===== src/rtl/mem_arbiter_pkg.sv =====
// Shared definitions for the memory arbiter: FSM states, owner ids,
// grant bit positions, bus widths and the IO-space address decode.
package mem_arbiter_pkg;

  typedef enum logic [1:0] {
    ArbIdle = 2'd0,
    ArbBusy = 2'd1,
    ArbDone = 2'd2
  } arb_state_e;

  typedef enum logic [1:0] {
    OwnInf = 2'd0,
    OwnLd  = 2'd1,
    OwnSt  = 2'd2
  } owner_e;

  // Bit positions inside the one-hot grant vector
  localparam int GntInf = 0;
  localparam int GntLd  = 1;
  localparam int GntSt  = 2;
  localparam int GntW   = 3;

  // Address bits [17:16] equal to this value select IO space
  localparam logic [1:0] IOAddrHi = 2'b11;

  localparam logic Load  = 1'b0;
  localparam logic Store = 1'b1;

  localparam int LenBus  = 3;
  localparam int AddrBus = 32;
  localparam int DataBus = 32;

  // Instruction fetches are always a full 4-byte word
  localparam logic [LenBus-1:0] LenFetch = 3'd4;

  // True when the upper address bits point into IO space
  function automatic logic is_io_addr(input logic [1:0] addr_hi);
    return (addr_hi == IOAddrHi);
  endfunction

endpackage


===== src/rtl/mem_arb_pick.sv =====
// Combinational requester picker: fixed priority ST > LD > INF, with a
// starvation override for fetch and an IO-backpressure block on stores.
module mem_arb_pick
  import mem_arbiter_pkg::*;
(
  input  logic            inf_en,
  input  logic            ld_en,
  input  logic            st_en,
  input  logic [1:0]      st_addr_hi,
  input  logic            io_full,
  input  logic            starve,
  output logic [GntW-1:0] grant
);

  logic st_ok_s;

  // A store into IO space must wait while the IO buffer is full
  assign st_ok_s = st_en & ~(io_full & is_io_addr(st_addr_hi));

  // Pick exactly one requester, or none
  always_comb begin
    grant = 3'b000;
    if (inf_en && starve) begin
      grant[GntInf] = 1'b1;
    end else if (st_ok_s) begin
      grant[GntSt] = 1'b1;
    end else if (ld_en) begin
      grant[GntLd] = 1'b1;
    end else if (inf_en) begin
      grant[GntInf] = 1'b1;
    end else begin
      grant = 3'b000;
    end
  end

endmodule


===== src/rtl/mem_arbiter.sv =====
// Three-way arbiter in front of the byte-serial memory sequencer. One
// transaction in flight at a time; fetch/load completions are dropped
// after a pipeline clear while the sequencer finishes the access.
module mem_arbiter
  import mem_arbiter_pkg::*;
#(
  parameter int ADDR_W       = AddrBus,
  parameter int DATA_W       = DataBus,
  parameter int STARVE_LIMIT = 4
) (
  input  logic              clk,
  input  logic              rst_n,
  input  logic              rdy,
  input  logic              iIO_buffer_full,
  input  logic              iCLR,
  input  logic              iINF_en,
  input  logic [ADDR_W-1:0] iINF_addr,
  output logic              oINF_done,
  output logic [DATA_W-1:0] oINF_inst,
  input  logic              iLD_en,
  input  logic [ADDR_W-1:0] iLD_addr,
  input  logic [LenBus-1:0] iLD_len,
  output logic              oLD_done,
  output logic [DATA_W-1:0] oLD_dt,
  input  logic              iST_en,
  input  logic [ADDR_W-1:0] iST_addr,
  input  logic [LenBus-1:0] iST_len,
  input  logic [DATA_W-1:0] iST_dt,
  output logic              oST_done,
  output logic              oMC_en,
  output logic              oMC_ls,
  output logic [LenBus-1:0] oMC_len,
  output logic [ADDR_W-1:0] oMC_addr,
  output logic [DATA_W-1:0] oMC_dt,
  input  logic              iMC_done,
  input  logic [DATA_W-1:0] iMC_dt
);

  localparam int WcntW = $clog2(STARVE_LIMIT + 1);
  localparam logic [WcntW-1:0] WaitMax  = WcntW'(STARVE_LIMIT);
  localparam logic [WcntW-1:0] WaitOne  = WcntW'(32'd1);
  localparam logic [WcntW-1:0] WaitZero = WcntW'(32'd0);

  arb_state_e        state_r, state_nxt_s;
  owner_e            owner_r, owner_nxt_s;
  logic              kill_r, kill_nxt_s, kill_now_s;
  logic [WcntW-1:0]  wait_cnt_r, wait_nxt_s;
  logic [GntW-1:0]   grant_s;
  logic              grant_fire_s;
  logic              starve_s;
  logic              mc_en_nxt_s, mc_ls_nxt_s;
  logic [LenBus-1:0] mc_len_nxt_s;
  logic [ADDR_W-1:0] mc_addr_nxt_s;
  logic [DATA_W-1:0] mc_dt_nxt_s;
  logic              inf_done_nxt_s, ld_done_nxt_s, st_done_nxt_s;
  logic [DATA_W-1:0] inf_inst_nxt_s, ld_dt_nxt_s;

  assign starve_s     = (wait_cnt_r == WaitMax);
  assign grant_fire_s = (state_r == ArbIdle) & ~iCLR & (|grant_s);
  // A clear seen in the completion cycle still suppresses the pulse
  assign kill_now_s   = kill_r | (iCLR & (owner_r != OwnSt));

  mem_arb_pick u_pick (
    .inf_en     (iINF_en),
    .ld_en      (iLD_en),
    .st_en      (iST_en),
    .st_addr_hi (iST_addr[17:16]),
    .io_full    (iIO_buffer_full),
    .starve     (starve_s),
    .grant      (grant_s)
  );

  // Count LD/ST grants made while fetch is waiting; reset on fetch grant or idle fetch
  always_comb begin
    wait_nxt_s = wait_cnt_r;
    if (!iINF_en) begin
      wait_nxt_s = WaitZero;
    end else if (grant_fire_s && grant_s[GntInf]) begin
      wait_nxt_s = WaitZero;
    end else if (grant_fire_s && (wait_cnt_r != WaitMax)) begin
      wait_nxt_s = wait_cnt_r + WaitOne;
    end else begin
      wait_nxt_s = wait_cnt_r;
    end
  end

  // Next-state and next-output logic for the IDLE/BUSY/DONE sequencer
  always_comb begin
    state_nxt_s    = state_r;
    owner_nxt_s    = owner_r;
    kill_nxt_s     = kill_r;
    mc_en_nxt_s    = oMC_en;
    mc_ls_nxt_s    = oMC_ls;
    mc_len_nxt_s   = oMC_len;
    mc_addr_nxt_s  = oMC_addr;
    mc_dt_nxt_s    = oMC_dt;
    inf_done_nxt_s = oINF_done;
    ld_done_nxt_s  = oLD_done;
    st_done_nxt_s  = oST_done;
    inf_inst_nxt_s = oINF_inst;
    ld_dt_nxt_s    = oLD_dt;
    case (state_r)
      ArbIdle: begin
        if (grant_fire_s) begin
          state_nxt_s = ArbBusy;
          mc_en_nxt_s = 1'b1;
          if (grant_s[GntSt]) begin
            owner_nxt_s   = OwnSt;
            mc_ls_nxt_s   = Store;
            mc_len_nxt_s  = iST_len;
            mc_addr_nxt_s = iST_addr;
            mc_dt_nxt_s   = iST_dt;
          end else if (grant_s[GntLd]) begin
            owner_nxt_s   = OwnLd;
            mc_ls_nxt_s   = Load;
            mc_len_nxt_s  = iLD_len;
            mc_addr_nxt_s = iLD_addr;
            mc_dt_nxt_s   = {DATA_W{1'b0}};
          end else begin
            owner_nxt_s   = OwnInf;
            mc_ls_nxt_s   = Load;
            mc_len_nxt_s  = LenFetch;
            mc_addr_nxt_s = iINF_addr;
            mc_dt_nxt_s   = {DATA_W{1'b0}};
          end
        end else begin
          state_nxt_s = ArbIdle;
        end
      end
      ArbBusy: begin
        if (iMC_done) begin
          state_nxt_s = ArbDone;
          mc_en_nxt_s = 1'b0;
          kill_nxt_s  = 1'b0;
          if (kill_now_s) begin
            inf_done_nxt_s = 1'b0;
            ld_done_nxt_s  = 1'b0;
          end else begin
            case (owner_r)
              OwnInf: begin
                inf_done_nxt_s = 1'b1;
                inf_inst_nxt_s = iMC_dt;
              end
              OwnLd: begin
                ld_done_nxt_s = 1'b1;
                ld_dt_nxt_s   = iMC_dt;
              end
              OwnSt: begin
                st_done_nxt_s = 1'b1;
              end
              default: begin
                st_done_nxt_s = 1'b0;
              end
            endcase
          end
        end else begin
          state_nxt_s = ArbBusy;
          kill_nxt_s  = kill_now_s;
        end
      end
      ArbDone: begin
        state_nxt_s    = ArbIdle;
        inf_done_nxt_s = 1'b0;
        ld_done_nxt_s  = 1'b0;
        st_done_nxt_s  = 1'b0;
      end
      default: begin
        state_nxt_s    = ArbIdle;
        mc_en_nxt_s    = 1'b0;
        kill_nxt_s     = 1'b0;
        inf_done_nxt_s = 1'b0;
        ld_done_nxt_s  = 1'b0;
        st_done_nxt_s  = 1'b0;
      end
    endcase
  end

  // State and output registers; rdy low freezes everything
  always_ff @(posedge clk or negedge rst_n) begin
    if (!rst_n) begin
      state_r    <= ArbIdle;
      owner_r    <= OwnInf;
      kill_r     <= 1'b0;
      wait_cnt_r <= WaitZero;
      oMC_en     <= 1'b0;
      oMC_ls     <= 1'b0;
      oMC_len    <= 3'd0;
      oMC_addr   <= {ADDR_W{1'b0}};
      oMC_dt     <= {DATA_W{1'b0}};
      oINF_done  <= 1'b0;
      oLD_done   <= 1'b0;
      oST_done   <= 1'b0;
      oINF_inst  <= {DATA_W{1'b0}};
      oLD_dt     <= {DATA_W{1'b0}};
    end else if (rdy) begin
      state_r    <= state_nxt_s;
      owner_r    <= owner_nxt_s;
      kill_r     <= kill_nxt_s;
      wait_cnt_r <= wait_nxt_s;
      oMC_en     <= mc_en_nxt_s;
      oMC_ls     <= mc_ls_nxt_s;
      oMC_len    <= mc_len_nxt_s;
      oMC_addr   <= mc_addr_nxt_s;
      oMC_dt     <= mc_dt_nxt_s;
      oINF_done  <= inf_done_nxt_s;
      oLD_done   <= ld_done_nxt_s;
      oST_done   <= st_done_nxt_s;
      oINF_inst  <= inf_inst_nxt_s;
      oLD_dt     <= ld_dt_nxt_s;
    end
  end

endmodule


===== config.mk =====
export PLATFORM = sky130hd
export DESIGN_NAME = mem_arbiter
export DESIGN_NICKNAME = d
export VERILOG_FILES = /design/src/rtl/mem_arbiter_pkg.sv /design/src/rtl/mem_arb_pick.sv /design/src/rtl/mem_arbiter.sv
export SDC_FILE = /design/constraint.sdc
export NUM_CORES = 1
export LEC_CHECK = 0
export BUFFER_PORTS_ARGS = -buffer_cell sky130_fd_sc_hd__buf_4
export CORE_ASPECT_RATIO = 0.9
export CORE_UTILIZATION = 42
export DETAILED_ROUTE_END_ITERATION = 10
export PLACE_DENSITY = 0.83
export RECOVER_POWER = 100
export SETUP_SLACK_MARGIN = 0.15
export SKIP_CTS_REPAIR_TIMING = 1
export SLEW_MARGIN = 20
export SYNTH_ARGS = -nofsm -noshare
export SYNTH_HDL_FRONTEND = slang
export SYNTH_HIERARCHICAL = 1
export SYNTH_SLANG_ARGS = --single-unit
export TNS_END_PERCENT = 1

===== constraint.sdc =====
create_clock -name clk -period 2.11 [get_ports clk]
set_input_delay 0.211 -clock clk [delete_from_list [all_inputs] [get_ports clk]]
set_output_delay 0.211 -clock clk [all_outputs]
set_load 0.03 [all_outputs]

# Word level (Yosys, flattened, before mapping)

Cells that the tools add are included.

Add/sub/neg operators: 1
Eq/ne operators: 15
Mux-type cells: 38
Bitwise gates (word level): 12
Reduce and logical (&&, ||, !) cells: 17

Operators by type and width:

| kind                | number |
|---|---|
| $mux 32             | 3 |
| $mux 1              | 19 |
| $mux 3              | 5 |
| $reduce_and 5->1    | 3 |
| $reduce_and 4->1    | 3 |
| $ne 2x2->1 const B  | 5 |
| $pmux 1 s2          | 5 |
| $mux 2              | 4 |
| $eq 2x2->1 const B  | 3 |
| $ne 3x2->1 const B  | 2 |
| $not 1->1           | 6 |
| $and 1x1->1         | 5 |
| $eq 2x1->1 const B  | 2 |
| $logic_not 2->1     | 2 |
| $pmux 2 s2          | 1 |
| $reduce_and 2->1    | 2 |
| $reduce_or 2->1     | 2 |
| $add 3x1->3 const B | 1 |
| $eq 3x3->1 const B  | 1 |
| $logic_and 1x1->1   | 3 |
| $ne 3x1->1 const B  | 1 |
| $ne 3x3->1 const B  | 1 |
| $pmux 1 s3          | 1 |
| $reduce_and 3->1    | 1 |
| 2 further kinds     | 2 |

Flip-flop bits (word level): 144
Input port bits: 175
Output and inout bits: 136
Logic and storage cells: 97

# Depth between registers and ports, before layout

Gate-level depths: netlist of the first run.

Depth in word-level cells: 12
Mapped depth: 11
Gate-level depth less buffers: 9

# Hierarchy

Netlist of the first run, hierarchy kept.

Modules (own cells, without submodules):

| module       | instances | cells an instance | area each (um^2) | seq. area each (um^2) |
|---|---|---|---|---|
| mem_arbiter  | 1         | 571               | 6,316.1          | 3,578.4 |
| mem_arb_pick | 1         | 8                 | 50.0             | 0.0 |

# Worst setup path before layout of the first run

Ideal clock, no wire load.

Kind: register -> register
From: reg wait_cnt_r[0]
To: reg oMC_addr[24]
Setup time: 77 ps
Arrival: 2,008 ps
Data required time: 2,033 ps
Path slack: 25 ps
Cell stages (with the launch flop): 11
Buffers on the path: 2
Clock period less this slack: 2,085 ps
Cell sequence: dfrtp_1 inv_1 ha_1 and2_1 o31a_1 or3_1 nand2_2 buf_2 buf_2 nand2_1 o21ai_1

Cells in the longest elaborated chain, start to end: 6
Elaborated cells between the ends (all ways): 9
Those cells by class: 1 x eq/ne; 4 x mux; 1 x bitwise; 3 x reduce/logical

Ends and longest elaborated chain:

| item                       | line               | RTL |
|---|---|---|
| from (decl)                | mem_arbiter.sv:47  | `logic [WcntW-1:0] wait_cnt_r, wait_nxt_s;` |
| from (signal assigned)     | mem_arbiter.sv:184 | `wait_cnt_r <= WaitZero;` |
| from (signal assigned)     | mem_arbiter.sv:199 | `wait_cnt_r <= wait_nxt_s;` |
| $eq 3x3->1                 | mem_arbiter.sv:58  | `assign starve_s = (wait_cnt_r == WaitMax);` |
| via starve_s               | mem_arbiter.sv:50  | `logic starve_s;` |
| $logic_and 1x1->1          | mem_arb_pick.sv:23 | `if (inf_en && starve) begin` |
| $mux 1                     | mem_arb_pick.sv:23 |  |
| via grant_s[0]             | mem_arbiter.sv:48  | `logic [GntW-1:0] grant_s;` |
| $reduce_or 3->1            | mem_arbiter.sv:59  | `assign grant_fire_s = (state_r == ArbIdle) & ~iCLR & (\|grant_s);` |
| $and 1x1->1                | mem_arbiter.sv:59  |  |
| $reduce_and 3->1 (no line) | n/a                |  |
| to (signal assigned)       | mem_arbiter.sv:188 | `oMC_addr <= {ADDR_W{1'b0}};` |
| to (signal assigned)       | mem_arbiter.sv:203 | `oMC_addr <= mc_addr_nxt_s;` |
| to (decl)                  | mem_arbiter.sv:33  | `output logic [ADDR_W-1:0] oMC_addr,` |

The timed path passes the listed nets, and every way through them passes these cells.
A chain may end at the register's enable or synchronous reset.

# Worst setup path in the final report of the first run

From: reg wait_cnt_r[1]
To: reg oMC_addr[26]

Cells in the longest elaborated chain, start to end: 6
Elaborated cells between the ends (all ways): 9
Those cells by class: 1 x eq/ne; 4 x mux; 1 x bitwise; 3 x reduce/logical

Ends and longest elaborated chain:

| item                       | line |
|---|---|
| $eq 3x3->1 (*)             | mem_arbiter.sv:58 |
| via starve_s               | mem_arbiter.sv:50 |
| $logic_and 1x1->1 (*)      | mem_arb_pick.sv:23 |
| $mux 2 (*)                 | mem_arb_pick.sv:23 |
| via grant_s[1]             | mem_arbiter.sv:48 |
| $reduce_or 3->1            | mem_arbiter.sv:59 |
| $and 1x1->1                | mem_arbiter.sv:59 |
| $reduce_and 3->1 (no line) | n/a |

The timed path passes the listed nets; every way through them passes the cells marked *.

==> results of run 1 <==
## registers in the layout (all words and copies together), names as in the netlist, 2 cells and up
signal and flops:
oINF_inst 32, oMC_addr 32, oMC_len 3, state_r 2
oLD_dt 32, oMC_dt 32, wait_cnt_r 3
## cell type report
cell class	count	area (µm²)
clock buffers	18	429
multi-input cells	391	2620
well taps	198	248
fillers	1326	5520
flip-flops and latches	143	3580
inverters	8	30.0
repair buffers	340	2170
clock inverters	13	165
## layout by cell type (no fill, tap or decap), types with 4 or more instances in the layout
master       n
nand2_1    105
o21ai_1     35
clkbuf_2     4
a21oi_1     34
buf_4      182
clkbuf_1   138
buf_12       5
buf_6        4
mux2i_1     31
mux2_1      35
nand3_1     33
mux2_2       5
nor2_1      44
dfrtp_1    143
o21ai_0      4
inv_1        8
mux2_4      25
clkbuf_16   20
## logic make-up after synthesis
kind of cell | after synthesis
AO/OA/AOI/OAI | 88
multiplexers | 98
flip-flops | 143
AND/OR/NAND/NOR | 203
buffers and inverters | 45
adder cells (fa/ha/maj) | 2
## worst min-delay path by stage
stage                                to  slack [ns]
after global placement       oLD_dt[26]        0.15
after global routing      oINF_inst[24]       0.002
after floorplan                  kill_r       -0.08
final                        oLD_dt[24]        0.02
after detailed placement     oLD_dt[26]        0.15
after CTS                    oLD_dt[26]       -0.30
## metrics by stage
| step | cells | setup TNS (ns) | util | area, µm² | total power [mW] |
|---|---|---|---|---|---|
| floorplan | 579 | 0 | - | 6430 | 7.52 |
| global placement | 1071 | -0.0372 | 0.611 | 9020 | 9.78 |
| detailed placement | 1071 | -0.167 | 0.611 | 9020 | 9.96 |
| CTS | 1102 | -0.248 | 0.651 | 9610 | 13.1 |
| global route | 1111 | -2.09 | 0.626 | 9240 | 12.7 |
| finish | 1111 | -0.0802 | 0.626 | 9240 | 12.1 |
## worst reg2reg max path, stage by stage, from the launching register on
cell and delay, ns:
dfrtp_1 0.39, inv_1 0.06, ha_2 0.17, and2_4 0.16
a221oi_4 0.35, buf_6 0.18, buf_12 0.15, mux2i_4 0.27
nor2_1 0.06, a21oi_1 0.16, o21ai_1 0.09
## where the power goes
part / internal (mW) / switching, mW
Clock: 1.86 / 1.18
Combinational: 1.45 / 3.37
Sequential: 3.73 / 0.563
## per-layer routing
metal | wire [µm] | vias to the layer above | part of all wire
met1 | 7590 | 2636 | 0.40
met4 | 458 | 0 | 0.024
met3 | 1160 | 35 | 0.061
li1 | - | 2626 | -
met5 | 0 | - | 0
met2 | 9920 | 237 | 0.52
==> qor.txt, run 1 <==
crit path max fanout = 8
CTS H-tree depth = 4
proportion of layout cells with a drive suffix above 1 = 0.303
WL/cell = 17.2 µm
Clock Root Buffer = clkbuf_16
final global-route overflow total = 0
ys async rst share = 1.00
Crit path depth = 10
most instantiated cells after synthesis = dfrtp_1 (143), nand2_1 (106), nor2_1 (44), a21oi_1 (36), o21ai_1 (35)
met3 Use GR = 0.0734
failing checks = setup timing
core area = 0.0148 mm²
Leak = 4.64 nW
final HPWL from detailed placement = 13,700 µm
final slew viol count = 0
vias = 5,534
count leader, synth = dfrtp_1
io pins = 311
max incr delay on CP = 0.39 ns
CP max-delay cell = dfrtp_1
row count = 42
# diodes = 0
Syn Area/Cell = 11.0 µm²
f_max = 0.463 GHz
max-cap violation count = 0
Iter 0 DRT Violations = 255
TritonCTS buffer count = 17
Reg2Reg Setup Slack = -0.05 ns
RSZ-0062 raised after global routing = yes
crit path from = wait_cnt_r[1]
number of global-route vias before repair = 5,431
post-layout min period = 2.16 ns
PortBufs = 310
drt drc = 0
die width = 132 µm
Die Ht = 119 µm
All-Layer GR Usage = 0.238
Worst IR Drop VDD = 0.000638 V
Clock Tree Buf Depth = 2
r2r startpoint = wait_cnt_r[1]
Synth Register Bits = 143
largest family of logic cells by synthesized area = multiplexers
distinct cell type count after synthesis = 37
First-pass DRT Iterations = 6
clock skew = 0.00595 ns
Critical Path Sink Type = flip-flop
endpoints failing hold = 0
Worst Setup EP = oMC_addr[26]
worst hold path class = input pin to flip-flop
max_slew headroom = 0.291
WL final = 19,100 µm
post-synthesis sequential area ratio = 0.562
adder-cell area share of the yosys netlist = 0.00393
largest net degree at the start of global routing = 74
Synth Area in XOR/XNOR = 0
Hold Crit Depth = 2
Critical Setup Path Class = flip-flop to flip-flop
M1 GR Usage = 0.271
Startpoint Class = flip-flop
Critical Path, Cell by Cell = inv_1 -> ha_2 -> and2_4 -> a221oi_4 -> buf_6 -> buf_12 -> mux2i_4 -> nor2_1 -> a21oi_1 -> o21ai_1
later-pin clock latency in the skew report = 0.41 ns
initial antenna violation count = 0
final worst slack = -0.0499 ns
reg2reg end = oMC_addr[26]
net count after synthesis = 756
actual slew at the worst max-slew pin = 1.06 ns
Detail Route Antenna Nets = 0
number of flops mapped to enable cells by yosys = 0
dpl ws = -0.0667 ns
placer congestion estimate = 0.808
Most Used Layer, Global Route = met2
Synth Cell Area = 0.00637 mm²
Layout area overhead = 45.2%
status = finished with violations
Yosys warnings = 6
Simple-Gate Fraction of Synth Area = 0.137
CP arrival = 2.46 ns
Hold WS = 0.0175 ns
most used flip-flop cell after synthesis = dfrtp_1
Final setup viols = 3
Buf+Inv Stages, Crit Path = 3
Hold Crit Start = iMC_dt[24]
Top delay family on crit path = compound AO/OA/AOI/OAI gates
top-area cell type share of the netlist area = 0.562
Syn Inst Count = 579
nets = 1,078
Tcrit/Tclk final = 1.02
Data required, critical path = 2.41 ns
Vias/cell = 4.98
cells on worst reg2reg path = 10
Yosys top cell by area = dfrtp_1
GR Util met2 = 0.419
DIE AREA = 0.0157 mm²
Synth Area in Compound Gates = 0.0753
mux cell area share after synthesis = 0.185
clk slew on worst S/H paths = 0.06 ns
first-pass GRT wire length = 28,500 µm
synth top area cells = dfrtp_1 (56%), mux2_4 (7.1%), nand2_1 (6.3%), mux2_1 (5.3%), mux2i_1 (5.2%)
PwrDens = 1310 mW/mm²
clock sink count = 143
Initial Utilization = 0.431
CTS tree = done
No activity file was read; power rests on OpenSTA's default activity.
==> run 2, diff against run 1 <==
Settings changed: CORE_UTILIZATION 42 to 40, PLACE_DENSITY 0.83 to 0.8.
==> run 2 against run 1 <==
The run still ends with setup timing left. Die area increased by 4.9%. Clock power up 4%. Final cell count increased by 0.81%. Clock-buffer cell count rose by 1. Sequential power is 0.9% higher. Fmax up 1.5%. Clock skew about the same. Via count is 0.45% lower. Non-clock buffer count is 3 higher. Global-route usage fell by 2.2 points. Wire length is 1.6% lower. Highest routed layer unchanged.
==> qor.txt, run 2 (synthesis results as in run 1) <==
failing checks = setup timing (unchanged)
clock sink count = 143 (unchanged)
clock skew = 0.00578 ns (was 0.00595 ns)
dpl ws = -0.0665 ns (was -0.0667 ns)
Detail Route Antenna Nets = 0 (unchanged)
final slew viol count = 0 (unchanged)
Reg2Reg Setup Slack = -0.02 ns (was -0.05 ns)
nets = 1,082 (was 1,078)
final HPWL from detailed placement = 13,300 µm (was 13,700 µm)
commonest non-fill, non-tap cell in the layout = buf_4 (unchanged)
final worst slack = -0.0187 ns (was -0.0499 ns)
Clock Tree Buf Depth = 2 (unchanged)
Hold Crit Depth = 3 (was 2)
DIE AREA = 0.0164 mm² (was 0.0157 mm²)
Critical Path Sink Type = flip-flop (unchanged)
r2r startpoint = wait_cnt_r[0] (was wait_cnt_r[1])
vias = 5,509 (was 5,534)
WL/cell = 16.8 µm (was 17.2 µm)
io pins = 311 (unchanged)
Worst IR Drop VDD = 0.000665 V (was 0.000638 V)
# diodes = 0 (unchanged)
Layout area overhead = 46.9% (was 45.2%)
later-pin clock latency in the skew report = 0.41 ns (about the same)
proportion of layout cells with a drive suffix above 1 = 0.322 (was 0.303)
Vias/cell = 4.92 (was 4.98)
Clock Root Buffer = clkbuf_16 (unchanged)
core area = 0.0155 mm² (was 0.0148 mm²)
Final setup viols = 1 (was 3)
status = finished with violations (unchanged)
worst hold path class = input pin to flip-flop (unchanged)
Startpoint Class = flip-flop (unchanged)
CP arrival = 2.42 ns (was 2.46 ns)
CTS H-tree depth = 4 (unchanged)
First-pass DRT Iterations = 4 (was 6)
drt drc = 0 (unchanged)
Hold Crit Start = iST_dt[27] (was iMC_dt[24])
post-layout min period = 2.13 ns (was 2.16 ns)
WHS Endpoint = oMC_dt[27] (was oLD_dt[24])
first-pass GRT wire length = 27,400 µm (was 28,500 µm)
Setup TNS = -0.0187 ns (was -0.0802 ns)
largest net degree at the start of global routing = 78 (was 74)
Tcrit/Tclk final = 1.01 (was 1.02)
placer congestion estimate = 0.777 (was 0.808)
max_slew headroom = 0.0562 (was 0.291)
Critical Setup Path Class = flip-flop to flip-flop (unchanged)
die width = 135 µm (was 132 µm)
cells on worst reg2reg path = 9 (was 10)
Tot Pwr = 12.3 mW (was 12.1 mW)
number of global-route vias before repair = 5,366 (was 5,431)
max-cap violation count = 0 (unchanged)
f_max = 0.470 GHz (was 0.463 GHz)
WL final = 18,800 µm (was 19,100 µm)
TritonCTS buffer count = 17 (unchanged)
PwrDens = 1310 mW/mm² (about the same)
actual slew at the worst max-slew pin = 1.42 ns (was 1.06 ns)
clk slew on worst S/H paths = 0.06 ns (about the same)
row count = 43 (was 42)
Iter 0 DRT Violations = 212 (was 255)
most frequent cells in the layout = buf_4 (187), dfrtp_1 (143), clkbuf_1 (137) (was buf_4 (182), dfrtp_1 (143), clkbuf_1 (138))
Initial Utilization = 0.411 (was 0.431)
RSZ-0062 raised after global routing = yes (unchanged)
Die Ht = 122 µm (was 119 µm)
endpoints failing hold = 0 (unchanged)
final global-route overflow total = 0 (unchanged)
Leak = 4.71 nW (was 4.64 nW)
crit path max fanout = 5 (was 8)
Data required, critical path = 2.40 ns (was 2.41 ns)
CTS tree = done (unchanged)
reg2reg end = oMC_len[1] (was oMC_addr[26])
All-Layer GR Usage = 0.216 (was 0.238)
initial antenna violation count = 0 (unchanged)
PortBufs = 310 (unchanged)
## run 2: cell types whose count changed in the layout (fill, tap and decap cells not counted), sizes merged
cell         before  now
inv              10   14
clkbuf          164  163
dlygate4sd3       2    1
clkinv            5    3
clkinvlp          3    1
nand2           107  108
buf             192  198
## run 2: worst max path at each step
stage                     slack (ns)      endpoint           from  depth (start not counted)
final                          -0.02    oMC_len[1]  wait_cnt_r[0]                          9
after global routing           -0.10    oMC_len[1]  wait_cnt_r[1]                          9
after CTS                      -0.05  oMC_addr[10]  wait_cnt_r[1]                          9
after detailed placement       -0.07  oMC_addr[10]  wait_cnt_r[1]                          9
after global placement          0.06  oMC_addr[13]  wait_cnt_r[1]                          8
after floorplan                 0.15    oMC_len[0]  wait_cnt_r[0]                         10
## run 2: worst max-delay path, stage by stage (launching register included)
cell and delay, ns:
dfrtp_1 0.36, inv_1 0.08, ha_4 0.16, and2_4 0.16, a221oi_4 0.41, or3_4 0.25, buf_4 0.13, nand2_2 0.09
a221oi_2 0.28, nor2_1 0.09
## run 2: metrics by stage
step                hold slack, ns  instance area, µm²  utilization  std cells
global placement             0.202                8980        0.580       1070
global route                0.0102                9350        0.604       1120
finish                      0.0138                9350        0.604       1120
CTS                         -0.244                9600        0.620       1102
floorplan                  -0.0846                6430            -        579
detailed placement           0.205                8980        0.580       1070
## run 2: cell type report
| type | instances | area (µm²) |
|---|---|---|
| Clock buffer | 19 | 443 |
| Fill cell | 1404 | 6140 |
| Clock inverter | 13 | 175 |
| Tap cell | 202 | 253 |
| Inverter | 8 | 30.0 |
| Timing Repair Buffer | 343 | 2210 |
| Multi-Input combinational cell | 392 | 2660 |
| Sequential cell | 143 | 3580 |
## run 2: power breakdown
group / internal (mW) / switching [mW] / total, mW
combinational: 1.50 / 3.31 / 4.81
sequential: 3.73 / 0.605 / 4.34
clock: 1.92 / 1.22 / 3.14
total: 7.15 / 5.13 / 12.3
## run 2: layer usage
metal	part of all wire	vias up	global-route usage
met5	0	-	0
met4	0.019	0	0.0744
met3	0.079	28	0.0666
met2	0.51	221	0.385
li1	-	2639	-
met1	0.39	2621	0.246
